<file path="config.mk">
export PLATFORM = sky130hd
export DESIGN_NAME = alu_seq
export DESIGN_NICKNAME = d
export VERILOG_FILES = /design/src/rtl/alu_seq.sv
export SDC_FILE = /design/constraint.sdc
export NUM_CORES = 1
export LEC_CHECK = 0
export CORE_ASPECT_RATIO = 0.7
export CORE_MARGIN = 2
export CORE_UTILIZATION = 35
export CTS_CLUSTER_SIZE = 12
export DETAILED_ROUTE_END_ITERATION = 8
export PLACE_DENSITY_LB_ADDON = 0.15
export SYNTH_ARGS = -nofsm -noshare
export SYNTH_HDL_FRONTEND = slang
export SYNTH_SLANG_ARGS = --single-unit
export TNS_END_PERCENT = 100
</file>
<file path="constraint.sdc">
create_clock -name clk_i -period 3 [get_ports clk_i]
set_clock_uncertainty 0.15 [all_clocks]
set_input_delay 0.6 -clock clk_i [delete_from_list [all_inputs] [get_ports clk_i]]
set_output_delay 0.6 -clock clk_i [all_outputs]
set_load 0.005 [all_outputs]
</file>
<file path="src/rtl/alu_seq.sv">
// alu_seq: single-cycle ALU with a bit-serial shifter taking one cycle per shifted position
module alu_seq #(
  parameter int WIDTH = 8,
  parameter int CNT_W = $clog2(WIDTH)
) (
  input  logic             clk_i,
  input  logic             rst_ni,
  input  logic             start_i,
  input  logic [3:0]       ALUOp_i,
  input  logic [WIDTH-1:0] rs_i,
  input  logic [WIDTH-1:0] op2_i,
  input  logic             carry_i,
  input  logic [CNT_W-1:0] count_i,
  output logic             ready_o,
  output logic             valid_o,
  output logic [WIDTH-1:0] res_o,
  output logic             carry_o,
  output logic             zero_o,
  output logic             illegal_o
);
  typedef enum logic {IDLE, SHIFT} state_t;
  state_t           state;
  logic [WIDTH-1:0] sh;
  logic [1:0]       sop_q;
  logic [CNT_W-1:0] cnt;
  logic [WIDTH:0]   a, b, alu, stp, out;
  logic [WIDTH-1:0] src;
  logic [1:0]       sop;
  logic             go, is_sh, done;
  assign ready_o = state == IDLE;
  assign go      = start_i & ready_o;
  assign is_sh   = ALUOp_i[3:2] == 2'b10 && count_i != '0;
  // one-cycle result at WIDTH+1 bits; shifts by zero pass rs through, unused codes give zero
  always_comb begin
    a = {1'b0, rs_i};
    b = {1'b0, op2_i};
    case (ALUOp_i)
      4'h0:                alu = a + b;
      4'h1:                alu = a + b + {{WIDTH{1'b0}}, carry_i};
      4'h2:                alu = a - b;
      4'h3:                alu = a - b - {{WIDTH{1'b0}}, carry_i};
      4'h4:                alu = a & b;
      4'h5:                alu = a | b;
      4'h6:                alu = a ^ b;
      4'h7:                alu = a & ~b;
      4'h8, 4'h9, 4'hA, 4'hB: alu = a;
      default:             alu = '0;
    endcase
  end
  // single shift step {bit moved out, new value}: first step from rs_i, later steps from the shift register
  always_comb begin
    src  = state == IDLE ? rs_i : sh;
    sop  = state == IDLE ? ALUOp_i[1:0] : sop_q;
    stp  = sop == 2'd0 ? {src[WIDTH-1], src << 1} :
           sop == 2'd1 ? {src[0], src >> 1} :
           sop == 2'd2 ? {src[WIDTH-1], src[WIDTH-2:0], src[WIDTH-1]} :
                         {src[0], src[0], src[WIDTH-1:1]};
    out  = (state == SHIFT || is_sh) ? stp : alu;
    done = state == IDLE ? start_i & (!is_sh || count_i == CNT_W'(1)) : cnt == CNT_W'(1);
  end
  // control, shifter state and registered results
  always_ff @(posedge clk_i or negedge rst_ni) begin
    if (!rst_ni) begin
      state     <= IDLE;
      sh        <= '0;
      sop_q     <= '0;
      cnt       <= '0;
      valid_o   <= 1'b0;
      illegal_o <= 1'b0;
      res_o     <= '0;
      carry_o   <= 1'b0;
      zero_o    <= 1'b1;
    end else begin
      valid_o   <= done;
      illegal_o <= go & ALUOp_i[3] & ALUOp_i[2];
      if (done) begin
        res_o   <= out[WIDTH-1:0];
        carry_o <= out[WIDTH];
        zero_o  <= out[WIDTH-1:0] == '0;
      end
      if (go && is_sh) begin
        sh    <= stp[WIDTH-1:0];
        sop_q <= ALUOp_i[1:0];
        cnt   <= count_i - CNT_W'(1);
        if (count_i != CNT_W'(1)) state <= SHIFT;
      end else if (state == SHIFT) begin
        sh  <= stp[WIDTH-1:0];
        cnt <= cnt - CNT_W'(1);
        if (done) state <= IDLE;
      end
    end
  end
endmodule

</file>
==> impl_table.tex <==
\begin{tabular}{lr}
\hline
Metric & Value \\
\hline
\multicolumn{2}{l}{\textbf{Yosys}} \\
Sequential element share of the synthesized area & 18.4\% \\
Dominant register cell in the synthesized netlist & dfrtp\_1 \\
Top cell type by total area after synthesis & dfrtp\_1 \\
Area contributors post-synth & dfrtp\_1 (18\%), ha\_1 (12\%), xnor2\_1 (4.4\%) \\
Library cell with the highest instance count after synthesis & nand2\_1 \\
Async set-or-reset flop fraction in the synthesized netlist & 100\% \\
Number of distinct library cell variants in the gate-level netlist after synthesis & 76 \\
Most common library cells after synthesis & nand2\_1 (38), nor2\_1 (36), ha\_1 (33), inv\_1 (33), o21ai\_0 (28) \\
Post-synthesis cell area & 0.00355 mm\^{}2 \\
Warnings, synthesis & 0 \\
Mapped Cells & 444 \\
Net count of the mapped netlist & 506 \\
Number of synthesized register bits & 26 \\
Number of flops mapped to enable cells by yosys & 0 \\
Share of the synthesized area in the top cell type & 17.6\% \\
Mean area per synthesized cell & 8.00 um\^{}2 \\
\multicolumn{2}{l}{\textbf{Min path}} \\
Hold/Removal Path Class & reg2reg \\
Number of stages on the worst hold path & 2 \\
\multicolumn{2}{l}{\textbf{Placement}} \\
Number of placed instances, taps included & 694 \\
Placer congestion estimate & 0.872 \\
Place WS & -0.799 ns \\
Final HPWL DP & 9590 um \\
Port Buf Inserts & 39 \\
\multicolumn{2}{l}{\textbf{Layout}} \\
Storage element area & 652 um\^{}2 \\
Fraction of final layout cells sized beyond drive strength 1 & 32.3\% \\
Diode count & 0 \\
Multi-input gate area in the final layout & 0.00280 mm\^{}2 \\
Layout Nets & 639 \\
Layout filler cell count & 921 \\
Area Growth Syn to Fin & 44.1\% \\
Final design utilization & 52.3\% \\
Finished Layout Cells & 704 \\
\multicolumn{2}{l}{\textbf{CTS}} \\
Cts bufs inserted & 3 \\
Clock tree from TritonCTS & yes \\
CTS sink cnt & 26 \\
Worst-case clock buffer depth & 2 \\
Worst-skew pair later-pin latency & 0.26 ns \\
Clk Tree Root Cell & clkbuf\_16 \\
\# hold bufs at CTS & 0 \\
Clock Pin Slew Worst Setup and Hold Paths & 0.07 ns \\
\# H-tree levels & 1 \\
\multicolumn{2}{l}{\textbf{Floorplan}} \\
Starting density of the core & 36.3\% \\
Vertical die dimension & 88.3 um \\
Row cnt & 30 \\
Core Area & 0.00980 mm\^{}2 \\
Die area & 0.0110 mm\^{}2 \\
Top-level I/O count & 40 \\
Chip width & 124 um \\
\multicolumn{2}{l}{\textbf{Timing}} \\
Setup repair after global routing missed its margin & yes \\
Max\_slew headroom & 63.5\% \\
Period Utilization, post-route & 102\% \\
Least setup slack across all paths after layout & -0.0545 ns \\
Fin Setup TNS & -0.0636 ns \\
Slew Limit Fails & 0 \\
Period minus WS final & 3.05 ns \\
Worst hold margin & 0.316 ns \\
Fmax & 327 MHz \\
Number of hold violations in the final report & 0 \\
Least-Margin Pin Slew & 0.544 ns \\
Setup violation total in the final timing report & 2 \\
\multicolumn{2}{l}{\textbf{Global routing}} \\
Number of global-route vias before repair & 3638 \\
Overall Global Routing Usage & 21.3\% \\
Maximum number of pins on one net before global-route repair & 27 \\
Initial antenna violation count & 0 \\
Total congestion overflow after global routing & 0 \\
Global-route wire length before repair & 19000 um \\
\multicolumn{2}{l}{\textbf{Detailed routing}} \\
Average routed wire per standard cell & 16.7 um \\
Total number of vias & 3820 \\
Number of remaining DRC errors & 0 \\
Number of detailed-routing iterations run before antenna repair & 5 \\
Routed via count divided by cell count & 5.43 \\
Post-detailed-routing wire length & 11800 um \\
Initial drt markers & 310 \\
Final antenna-violating net count & 0 \\
\multicolumn{2}{l}{\textbf{Run}} \\
\# Max-Cap Violations & 0 \\
\multicolumn{2}{l}{\textbf{Worst setup path}} \\
Largest fanout of any net on the critical path & 4 \\
Critical Path AT & 3.11 ns \\
CP Data Required Time & 3.05 ns \\
Element type at the critical path end & flip-flop \\
Worst r2r path cells & 5 \\
Startpoint type of the worst setup path & primary input \\
Critical path start-end classification & in2reg \\
\multicolumn{2}{l}{\textbf{Power}} \\
Maximum ir drop on the vdd rail & 0.000303 V \\
Pwr per Cell Area & 521 mW/mm\^{}2 \\
Standby leakage power & 2.30 nW \\
\multicolumn{2}{l}{\textbf{Outcome}} \\
Status & finished with violations \\
Failing checks & setup timing \\
\hline
\end{tabular}
[final cells by class]
type | instances | area share (%)
Inverter | 34 | 2.49
Clock inverter | 1 | 0.587
Timing Repair Buffer | 153 | 24.8
Tap cell | 128 | 3.13
Sequential cell | 26 | 12.7
Clock buffer | 3 | 1.47
Multi-Input combinational cell | 359 | 54.8
[repair_timing]
item	CTS	global route
hold endpoints to repair	0	0
setup endpoints to repair	9	6
setup buffers	5	1
resized for setup	54	9
pin swaps	25	9
[cells in the final DEF, fill, tap and decap left out, types with 10 or more instances in the layout]
master           synthesis  final
a21oi_1                 27     26
buf_4                    0    108
clkdlybuf4s50_1          0     29
dfrtp_1                 25     25
ha_1                    33     25
inv_1                   33     24
inv_2                    1     10
mux2_2                  10     10
mux2i_1                 13     13
nand2_1                 38     38
nor2_1                  36     35
nor2b_1                 12     11
o21ai_0                 28     27
xnor2_1                 18     17
[critical path, cell delays in order]
cell	delay (ns)
buf_8	0.10
buf_6	0.11
ha_4	0.15
fa_2	0.40
or2_4	0.26
a211o_1	0.35
o311a_1	0.35
xor2_1	0.18
a32oi_1	0.22
and3_1	0.22
a32o_1	0.17
[state kept, by name, summed over array words and instances, names as in the netlist]
| signal | count |
|---|---|
| cnt | 3 |
| sop_q | 2 |
| zero_o | 1 |
| illegal_o | 1 |
| carry_o | 1 |
| res_o | 8 |
| sh | 8 |
| valid_o | 1 |
| state | 1 |
[through the flow]
step | power [mW] | area, um^2
global route | 2.85 | 5120
floorplan | 1.51 | 3570
detailed placement | 2.19 | 4840
finish | 2.67 | 5120
global placement | 2.17 | 4840
CTS | 2.63 | 5070
[path summary, 6_finish.rpt]
path                            startpoint       end  slack, ns
worst max-delay path              op2_i[0]    zero_o      -0.05
worst min-delay path              res_o[0]  res_o[0]       0.32
worst max register to register    sop_q[0]    zero_o       0.79
worst min register to register    res_o[0]  res_o[0]       0.32
max in group asynchronous           rst_ni    zero_o       1.85
min in group asynchronous           rst_ni  res_o[3]       0.56
[logic make-up after synthesis]
logic type / count (synthesis) / synth area share [%]
adders and majority gates: 35 / 12.8
DFF: 26 / 18.4
buffers and inverters: 59 / 7.04
muxes: 23 / 6.83
AOI/OAI and AO/OA: 125 / 25.3
and+or+nand+nor: 149 / 22.6
xor gates and xnor gates: 27 / 7.08
[report_power, final]
part / internal, mW / total [mW] / leakage, nW / switching [mW]
Clock: 0.265 / 0.386 / 0.0511 / 0.120
Combinational: 0.846 / 1.63 / 1.94 / 0.787
Sequential: 0.513 / 0.649 / 0.312 / 0.136
Total: 1.62 / 2.67 / 2.30 / 1.04
[routing by layer]
metal  GRT usage, %  vias to the layer above  wire [um]
met5              0                        -          0
met4           2.35                        0         97
met3           2.00                        8        672
met2           34.5                      116       5050
met1           32.1                     1834       5950
li1               -                     1862          -
No activity file was read; power rests on OpenSTA's default activity.
